`src/rtl/tt_um_alu_nicolas_orcasitas.sv`:
```
// 8-bit accumulator-style ALU tile: A is a loadable register, B is ui_in. The result, flag and
// overflow outputs are registered one clock after their inputs; there is no backpressure.
module tt_um_alu_nicolas_orcasitas (
  input  logic       clk,
  input  logic       rst_n,
  input  logic       ena,
  input  logic [7:0] ui_in,
  input  logic [7:0] uio_in,
  output logic [7:0] uo_out,
  output logic [7:0] uio_out,
  output logic [7:0] uio_oe
);

  typedef enum logic [2:0] {
    OP_ADD = 3'b000,
    OP_SUB = 3'b001,
    OP_MUL = 3'b010,
    OP_AND = 3'b011,
    OP_OR  = 3'b100,
    OP_XOR = 3'b101,
    OP_SHL = 3'b110,
    OP_SHR = 3'b111
  } op_e;

  op_e         op;
  logic        en_a;
  logic [1:0]  flag_sel;
  logic [7:0]  b;

  logic [7:0]  a_q, a_d;
  logic [13:0] res_q, res_d;
  logic        flag_q, flag_d;
  logic        ovf_q, ovf_d;

  logic [8:0]  add_w;
  logic [13:0] sub_w;
  logic [15:0] mul_w;
  logic [14:0] shl_w;

  logic        unused_inputs;

  assign op       = op_e'(uio_in[2:0]);
  assign en_a     = uio_in[3];
  assign flag_sel = uio_in[5:4];
  assign b        = ui_in;

  assign unused_inputs = &{1'b0, ena, uio_in[7:6]};

  // Widen before the arithmetic so carry, borrow and high product bits are kept.
  assign add_w = {1'b0, a_q} + {1'b0, b};
  assign sub_w = {6'b0, a_q} - {6'b0, b};
  assign mul_w = {8'b0, a_q} * {8'b0, b};
  assign shl_w = {7'b0, a_q} << b[2:0];

  assign a_d = en_a ? ui_in : a_q;

  always_comb begin
    res_d = '0;
    ovf_d = 1'b0;
    case (op)
      OP_ADD: begin
        res_d = {5'b0, add_w};
        ovf_d = add_w[8];
      end
      OP_SUB: begin
        res_d = sub_w;
        ovf_d = (a_q < b);
      end
      OP_MUL: begin
        res_d = mul_w[13:0];
        ovf_d = |mul_w[15:14];
      end
      OP_AND: res_d = {6'b0, a_q & b};
      OP_OR:  res_d = {6'b0, a_q | b};
      OP_XOR: res_d = {6'b0, a_q ^ b};
      OP_SHL: begin
        res_d = shl_w[13:0];
        ovf_d = shl_w[14];
      end
      OP_SHR: res_d = {6'b0, a_q >> b[2:0]};
      default: begin
        res_d = '0;
        ovf_d = 1'b0;
      end
    endcase
  end

  // Comparisons use the pre-edge A, matching the operands the result was built from.
  always_comb begin
    flag_d = 1'b0;
    case (flag_sel)
      2'b00:   flag_d = (res_d == 14'd0);
      2'b01:   flag_d = (a_q == b);
      2'b10:   flag_d = (a_q > b);
      default: flag_d = (a_q < b);
    endcase
  end

  always_ff @(posedge clk or negedge rst_n) begin
    if (!rst_n) begin
      a_q    <= '0;
      res_q  <= '0;
      flag_q <= 1'b0;
      ovf_q  <= 1'b0;
    end else begin
      a_q    <= a_d;
      res_q  <= res_d;
      flag_q <= flag_d;
      ovf_q  <= ovf_d;
    end
  end

  assign uo_out  = res_q[7:0];
  assign uio_out = {ovf_q, flag_q, res_q[13:8]};
  assign uio_oe  = 8'b1100_0000;

endmodule

```
`config.mk`:
```
export PLATFORM = sky130hd
export DESIGN_NAME = tt_um_alu_nicolas_orcasitas
export DESIGN_NICKNAME = d
export VERILOG_FILES = /design/src/rtl/tt_um_alu_nicolas_orcasitas.sv
export SDC_FILE = /design/constraint.sdc
export NUM_CORES = 1
export LEC_CHECK = 0
export CORE_UTILIZATION = 28
export CTS_BUF_LIST = sky130_fd_sc_hd__clkbuf_8
export DETAILED_ROUTE_END_ITERATION = 6
export GPL_ROUTABILITY_DRIVEN = 0
export PLACE_DENSITY = 0.45
export SETUP_SLACK_MARGIN = 0.3
export SYNTH_ARGS = -nofsm -noshare
export SYNTH_HDL_FRONTEND = slang
export SYNTH_SLANG_ARGS = --single-unit
```
`constraint.sdc`:
```
create_clock -name clk -period 5.6 [get_ports clk]
set_input_delay 0.56 -clock clk [delete_from_list [all_inputs] [get_ports clk]]
set_output_delay 0.56 -clock clk [all_outputs]
set_load 0.02 [all_outputs]
```
==> results of run 1 <==
[layer usage]
metal	global-route usage	up-vias	share of wire
met4	0.0619	0	0.030
met5	0	-	0
met1	0.255	2183	0.45
met2	0.337	128	0.48
li1	-	2107	-
met3	0.0103	31	0.033
[final cells by class]
type / count / area [um2] / share of cell area
sequential: 24 / 602 / 0.103
multi-input combinational: 441 / 3810 / 0.652
clock buffer: 4 / 55.1 / 0.00942
inverter: 78 / 294 / 0.0503
timing repair buffer: 98 / 806 / 0.138
tap: 220 / 275 / 0.0471
[worst max-delay path, stage by stage]
cell and delay (ns):
dlygate4sd2_1 0.28, buf_4 0.16, nand2_1 0.06, fa_1 0.45, fa_1 0.49, inv_1 0.06
fa_1 0.55, inv_1 0.07, fa_1 0.53, inv_1 0.04, ha_1 0.29, buf_4 0.15
o21ai_0 0.10, nor2_1 0.11, o31ai_2 0.26, xor2_2 0.29, o2111ai_4 0.18, nor4_4 0.40
nand4b_1 0.17, nand2_1 0.09
[where the power goes]
part / total (W) / switching [W] / internal (W)
clock: 0.000130 / 0.0000669 / 0.0000632
combinational: 0.00132 / 0.000735 / 0.000581
sequential: 0.000221 / 0.0000160 / 0.000205
[kinds of logic after synthesis]
| family | share of synthesized area |
|---|---|
| other | 0.00157 |
| buffers and inverters | 0.103 |
| DFF | 0.126 |
| AOI/OAI and AO/OA | 0.177 |
| adders and majority gates | 0.319 |
| muxes | 0.0657 |
| xor gates and xnor gates | 0.0165 |
| and+or+nand+nor | 0.192 |
[synthesized netlist by cell type, types with 3 or more instances]
cell       number  area (um2)
o31ai_1         4        30.0
o21ai_0        20         100
a21oi_1        15        75.1
o211ai_1        6        45.0
mux2i_1        24         240
nand2_1        36         135
clkbuf_1        7        26.3
a211oi_1       10        75.1
nand2b_1        9        56.3
o22ai_1         3        18.8
o221ai_1        4        35.0
a22oi_1         4        30.0
a21o_1          7        52.6
o2111ai_1       4        35.0
fa_1           38         761
nor2_1         69         259
xor2_1          7        61.3
buf_6           5        56.3
nor4_1          5        31.3
ha_1           61         763
a221o_1         3        30.0
dfrtp_1        24         601
o21bai_1        5        37.5
clkinv_1        7        26.3
buf_4          11        82.6
nor3b_1         5        37.5
a221oi_1        3        26.3
nor3_1         14        70.1
nand3_1         9        45.0
or3_1           6        37.5
buf_2           6        30.0
nor2b_1         7        43.8
inv_1          70         263
or4_1           4        30.0
[through the flow]
stage          setup TNS (ns)  hold WS, ns  worst slack [ns]  cells
2_1_floorplan               0        0.264             0.779    573
3_3_place_gp           -0.302        0.633            -0.219    856
3_5_place_dp           -0.416        0.680            -0.290    856
4_1_cts                     0        0.650             0.359    865
5_1_grt                     0        0.676             0.300    865
6_report                    0        0.632             0.520    865
[final timing paths]
| kind | end | slack, ns | cells past startpoint |
|---|---|---|---|
| hold reg to reg | a_q[5]$_DFFE_PN0P_ | 0.69 | 2 |
| min in group clk | a_q[5]$_DFFE_PN0P_ | 0.69 | 2 |
| setup / recovery | flag_q$_DFF_PN0_ | 0.52 | 20 |
| setup reg to reg | ovf_q$_DFF_PN0_ | 0.53 | 16 |
| hold / removal | a_q[2]$_DFFE_PN0P_ | 0.63 | 2 |
| max in group asynchronous | a_q[4]$_DFFE_PN0P_ | 4.71 | 2 |
[state kept, by name, summed over array words and instances, names as in the netlist]
register  count
ovf_q         1
flag_q        1
a_q           8
res_q        14
[repair_timing]
item / in CTS / in global routing
gates resized for setup: 22 / 6
pin swaps: 15 / 4
endpoints found under the setup margin: 2 / 4
buffers inserted: 5 / 0
hold endpoints to repair: 0 / 0
==> metrics, run 1 <==
R2R Path Start a_q[4]$_DFFE_PN0P_; Routed WL 16.1 mm; sequential share of the synthesized area 0.126; Initial Util 0.287; max_slew headroom 0.197; grt ovf 0; Least-Margin Pin Slew 1.20 ns; final core utilization 0.351; Routed Antenna Nets 0; hold buffers post-CTS 0; yosys warns 0; crit path kind input pin to register; area post-placement 5660 um2; most common cell after layout, fill and taps aside inv_1; cells after synthesis 567; Lkg Pwr 2.78 nW; H-tree Lvls 1; # fillers 1751; post-DP HPWL 13.3 mm; Final Critical Period 5.08 ns; insertion delay to the later sink of the worst-skew pair 0.29 ns; Mapped Area 4780 um2; RSZ-0062 raised after global routing yes; largest net degree at the start of global routing 25; ys async rst share 1.00; Ports 43; Worst Setup SP ui_in[2]; IO buf count 31; outcome finished, final reports clean; syn avg cell area 8.43 um2; post-synthesis cell type count 77; routed length per instance 18.6 um; global-route wire length before repair 26.4 mm; Synth Register Bits 24; Worst Setup Start Kind input pin; Final Cycle Share 0.907; Pre-antenna DRT Iters 4; number of remaining DRC errors 0; antenna cell count 0; Critical Path RT 5.83 ns; vias in the first global route 4653; total power 0.00167 W; Power Dens Cells 285 nW/um2; Die Ht 133 um; Die Area 17600 um2; commonest cells after routing, fill and taps aside 70 x inv_1, 67 x nor2_1, 67 x buf_4, 60 x ha_1; number of clock sinks 24; Total GRT Usage 0.193; fin nets 764; post-route design area 5840 um2; min-delay worst type input pin to async pin; CTS root buffer clkbuf_8; VDD IR max 0.133 mV; setup violators final 0; Post-synth EDFFs 0; Die X-Extent 133 um; Worst Skew 0.00462 ns; number of max-cap violations 0; Crit. End Element register; Max Clk Rate 197 MHz; Starting DRT DRC Count 268; drt via density 5.14; layout cell share with drive strength beyond 1 0.177; via count 4449; Critical Path AT 5.31 ns; P&R area growth vs syn 22.2%; Clock Tree Buf Depth 2; clk slew on worst S/H paths 0.10 ns; Final Slew Violations 0; final hold vios 0; Site Rows 47; CTS tree built; initial antenna violation count 0; Placeable Area 16600 um2; CTS Buf Count 3; Post-synth top flop dfrtp_1; CP Max Fanout 4
Note: power is estimated with default switching activity, not from simulation.
==> inputs of run 2 (changes only) <==
--- a/config.mk
+++ b/config.mk
@@ -5,11 +5,11 @@
 export SDC_FILE = /design/constraint.sdc
 export NUM_CORES = 1
 export LEC_CHECK = 0
-export CORE_UTILIZATION = 28
+export CORE_UTILIZATION = 45
 export CTS_BUF_LIST = sky130_fd_sc_hd__clkbuf_8
 export DETAILED_ROUTE_END_ITERATION = 6
 export GPL_ROUTABILITY_DRIVEN = 0
-export PLACE_DENSITY = 0.45
+export PLACE_DENSITY = 0.65
 export SETUP_SLACK_MARGIN = 0.3
 export SYNTH_ARGS = -nofsm -noshare
 export SYNTH_HDL_FRONTEND = slang
==> run 2 against run 1 <==
Against the previous run:
- worst setup slack better by 0.020 ns
- register-to-register slack gained 0.04 ns
- via count grew 1.3%
- critical path depth unchanged
- fmax is 0.39% higher
- design area fell by 3.9%
- sequential cell count unchanged
- hold slack better by 0.050 ns
- clock power is 4% lower
- global-route usage grew 8.3 points
- die area down 37%
- non-clock buffer count fell by 17
- critical path type unchanged
==> metrics, run 2 (same netlist as run 1, synthesis figures left out) <==
outcome finished, final reports clean; CTS root buffer clkbuf_8; R2R Path Start a_q[6]$_DFFE_PN0P_; biggest regs res_q x14, a_q x8; RSZ-0062 raised after global routing no; P&R area growth vs syn 17.4%; setup violators final 0; Critical-path top delay cell nor3b_1; grt ovf 0; CTS tree built; Largest Register res_q; Final Cycle Share 0.904; largest net degree at the start of global routing 25; initial antenna violation count 0; Worst Skew 0.00366 ns; commonest cells after routing, fill and taps aside 70 x inv_1, 65 x nor2_1, 59 x ha_1, 50 x buf_4, 38 x fa_1; antenna cell count 0; Initial Util 0.463; setup_tns 0 ns; Placeable Area 10300 um2; min-delay worst type input pin to register; hold path cells 4; R2R cell count 18; via count 4507; Routed Antenna Nets 0; drt via density 5.90; number of remaining DRC errors 0; total power 0.00162 W; CTS Buf Count 3; crit path cell chain dlygate4sd2_1, clkinv_1, buf_4, buf_4, nor2_1, fa_1, ha_1, ha_1, inv_1, fa_1, inv_1, ha_1, a211oi_1, nor2_1, nor3b_1, nor4_2, nor3_2, nor4b_2, nand4b_1, nand2_1; H-tree Lvls 1; CP peak stage delay 0.67 ns; routed length per instance 18.9 um; Die Ht 105 um; Least-Margin Pin Slew 1.10 ns; vias in the first global route 4569; Worst Setup Start Kind input pin; Die Area 11000 um2; most common cell after layout, fill and taps aside inv_1; R2R setup slack 0.57 ns; Die X-Extent 105 um; Clock Tree Buf Depth 2; Final Slew Violations 0; number of clock sinks 24; Max Clk Rate 198 MHz; Critical Path RT 5.78 ns; max_slew headroom 0.263; Starting DRT DRC Count 297; Ports 43; Critical Path AT 5.24 ns; reg2reg end flag_q$_DFF_PN0_; Total GRT Usage 0.276; CP Max Fanout 5; Routed WL 14.5 mm; Final Critical Period 5.06 ns; Site Rows 37; max reg flops 14; crit path kind input pin to register; insertion delay to the later sink of the worst-skew pair 0.28 ns; global-route wire length before repair 23.8 mm; Min-Delay Endpoint a_q[6]$_DFFE_PN0P_; Power Dens Cells 289 nW/um2; layout cell share with drive strength beyond 1 0.158; number of max-cap violations 0; final hold vios 0; VDD IR max 0.273 mV; critical path's most frequent cell ha_1; Lkg Pwr 2.71 nW; clk slew on worst S/H paths 0.09 ns; hold path startpoint ui_in[6]; post-DP HPWL 11.6 mm; fin nets 747; IO buf count 31; Pre-antenna DRT Iters 6; Crit. End Element register
run 2: cell count changes in the layout (fill, tap and decap cells not counted), sizes merged:
cell and delta:
dlymetal6s2s +2, buf -17, dlygate4sd2 -2
run 2: final cells by class:
cell class / count / area [um2]
inverter: 78 / 293
clock buffer: 4 / 55.1
multi-input combinational: 441 / 3810
fill: 968 / 4710
timing repair buffer: 81 / 686
tap: 136 / 170
sequential: 24 / 602
run 2: stage by stage:
stage               hold slack (ns)  cell area [um2]  setup WS [ns]  std cells   util
floorplan                     0.264             4800          0.779        573      -
global placement              0.645             5420         -0.120        755  0.525
detailed placement            0.677             5420         -0.184        755  0.525
CTS                           0.690             5520          0.299        761  0.535
global route                  0.716             5610          0.314        764  0.544
finish                        0.681             5610          0.540        764  0.544
run 2: per-layer routing:
layer  up-vias  share of wire  GRT usage
li1       2068              -          -
met1      2198           0.42      0.354
met2       189           0.47      0.463
met3        52          0.063     0.0399
met4         0          0.040      0.116
met5         -              0          0
run 2: power breakdown:
part / internal, W / switching (W)
sequential: 0.000205 / 0.0000176
combinational: 0.000555 / 0.000721
clock: 0.0000631 / 0.0000622
run 2: critical path: cells and delay by family:
kind | cells | cell delay (ns)
buf+inv | 6 | 0.79
compound gates | 1 | 0.45
simple gates | 8 | 1.62
fa+ha+maj | 5 | 1.79
run 2: what timing repair did:
action	in CTS	in global routing
pin swaps	13	17
setup endpoints to repair	2	4
setup buffers	2	3
resized for setup	12	17
hold buffers	0	0
run 2: how the worst max path moves through the flow:
stage	cells after the start	startpoint	endpoint	slack, ns
after floorplan	17	a_q[1]$_DFFE_PN0P_	flag_q$_DFF_PN0_	0.78
after global placement	19	ui_in[3]	flag_q$_DFF_PN0_	-0.12
after detailed placement	19	ui_in[3]	flag_q$_DFF_PN0_	-0.18
after CTS	19	ui_in[6]	flag_q$_DFF_PN0_	0.30
after global routing	22	ui_in[3]	flag_q$_DFF_PN0_	0.31
final	20	ui_in[2]	flag_q$_DFF_PN0_	0.54
==> inputs of run 3 (changes only) <==
--- a/config.mk
+++ b/config.mk
@@ -5,6 +5,7 @@
 export SDC_FILE = /design/constraint.sdc
 export NUM_CORES = 1
 export LEC_CHECK = 0
+export CORE_MARGIN = 2
 export CORE_UTILIZATION = 45
 export CTS_BUF_LIST = sky130_fd_sc_hd__clkbuf_8
 export DETAILED_ROUTE_END_ITERATION = 6
==> run 3 against run 2 <==
Against the previous run:
- design area is essentially flat
- core utilization barely moved
- first-iteration DRC count grew 2.7%
- routed wire length barely moved
- cell count did not move
- sequential share of layout area about the same
- sequential power about the same
- non-clock buffer count increased by 1
- worst setup slack got worse by 0.024 ns
==> metrics, run 3 (same netlist as run 1, synthesis figures left out) <==
CTS tree built; CP Max Fanout 3; CTS root buffer clkbuf_8; Final Critical Period 5.08 ns; number of max-cap violations 0; insertion delay to the later sink of the worst-skew pair 0.29 ns; Crit. End Element register; Final Non-Filler Cells 764; grt ovf 0; crit path cell chain dlygate4sd2_1, clkinv_1, nor2_1, fa_1, fa_2, fa_1, inv_1, fa_1, inv_1, ha_1, or2_2, buf_4, a21o_1, a211oi_1, a41oi_2, o211ai_1, nor4b_2, nand4b_1, nand2_1; Seq pwr share 0.137; setup violators final 0; Critical-path top delay cell fa_1; total power 0.00162 W; number of clock sinks 24; # placed instances 758; Pint 0.000811 W; Largest Register res_q; vias in the first global route 4553; fin nets 748; number of remaining DRC errors 0; Worst Skew 0.00572 ns; max reg flops 14; Final Slew Violations 0; Ports 43; Site Rows 37; Critical Path RT 5.79 ns; VDD IR max 0.276 mV; Die X-Extent 107 um; Power Dens Cells 288 nW/um2; Sw Share 0.499; initial antenna violation count 0; Critical Path AT 5.27 ns; Least-Margin Pin Slew 1.11 ns; RSZ-0062 raised after global routing no; final hold vios 0; via count 4519; biggest regs res_q x14, a_q x8; global-route wire length before repair 23.7 mm; drt via density 5.91; Pre-antenna DRT Iters 5; critical path's most frequent cell fa_1; antenna cell count 0; P&R area growth vs syn 17.5%; Routed WL 14.5 mm; outcome finished, final reports clean; CTS Buf Count 3; most common cell after layout, fill and taps aside inv_1; Initial Util 0.463; H-tree Lvls 1; CP Buf/Inv Count 5; Clock Power Share 0.071; Lkg Pwr 2.73 nW; largest net degree at the start of global routing 25; commonest cells after routing, fill and taps aside 70 x inv_1, 67 x nor2_1, 60 x ha_1, 51 x buf_4, 37 x fa_1; Die Ht 107 um; clk slew on worst S/H paths 0.09 ns; Max Clk Rate 197 MHz; post-DP HPWL 11.6 mm; crit path kind input pin to register; final core utilization 0.544; layout cell share with drive strength beyond 1 0.156; Comb pwr share 0.792; CP peak stage delay 0.55 ns; switching power 0.000806 W; Starting DRT DRC Count 305; Die Area 11500 um2; cell family with most CP delay adder cells; min-delay worst type input pin to register; Placeable Area 10300 um2; Routed Antenna Nets 0; Final Cycle Share 0.908; routed length per instance 18.9 um; Clock Tree Buf Depth 2; max_slew headroom 0.257; IO buf count 31; Worst Setup Start Kind input pin; Total GRT Usage 0.266
## run 3: cell count changes in the layout (fill, tap and decap cells not counted), moves of 2 or more
| cell | before | now |
|---|---|---|
| nor2_2 | 4 | 2 |
| dlygate4sd2_1 | 4 | 2 |
| dlymetal6s2s_1 | 2 | 4 |
| nor2_1 | 65 | 67 |
## run 3: stage by stage
step	instance area (um2)	setup TNS [ns]	hold slack (ns)	setup WS, ns
finish	5620	0	0.614	0.516
global route	5620	0	0.685	0.278
CTS	5510	0	0.647	0.308
detailed placement	5450	-0.206	0.635	-0.163
global placement	5450	-0.140	0.618	-0.120
floorplan	4800	0	0.264	0.779
## run 3: area by class of cell
cell class / count / area, um2
Clock buffer: 3 / 41.3
Fill cell: 969 / 4700
Sequential cell: 24 / 601
Tap cell: 136 / 170
Multi-Input combinational cell: 441 / 3810
Inverter: 78 / 293
Timing Repair Buffer: 82 / 701
## run 3: worst min-delay path, delay by kind of cell
| family | cells | cell delay, ns |
|---|---|---|
| buf+inv | 1 | 0.16 |
| compound gates | 1 | 0.07 |
| simple gates | 1 | 0.08 |
## run 3: what timing repair did
item,CTS,global route
buffers inserted,0,3
pin swaps,1,12
resized for setup,6,23
endpoints found under the setup margin,2,2
hold buffers,0,0
## run 3: final timing paths
check | startpoint | end | slack (ns) | depth (start not counted)
min in group asynchronous | rst_n | res_q[4]$_DFF_PN0_ | 0.86 | 1
worst max register to register | a_q[5]$_DFFE_PN0P_ | flag_q$_DFF_PN0_ | 0.52 | 18
worst min-delay path | ui_in[3] | a_q[3]$_DFFE_PN0P_ | 0.61 | 3
worst max-delay path | ui_in[2] | flag_q$_DFF_PN0_ | 0.52 | 19
worst min register to register | a_q[6]$_DFFE_PN0P_ | a_q[6]$_DFFE_PN0P_ | 0.65 | 2
max in group asynchronous | rst_n | res_q[6]$_DFF_PN0_ | 4.08 | 1
## run 3: power by group through the flow
stage,combinational (W),sequential [W],clock (W)
after floorplan,0.000729,0.000256,0
after global placement,0.00113,0.000225,0
after detailed placement,0.00116,0.000226,0
after CTS,0.00118,0.000223,0.000116
after global routing,0.00142,0.000226,0.000121
final,0.00128,0.000222,0.000114
## run 3: layer usage
layer  global-route usage  vias to the layer above  share of wire
met2                0.438                      238           0.47
li1                     -                     2086              -
met3               0.0353                       51          0.082
met4                0.118                        0          0.045
met5                    0                        -              0
met1                0.348                     2144           0.40
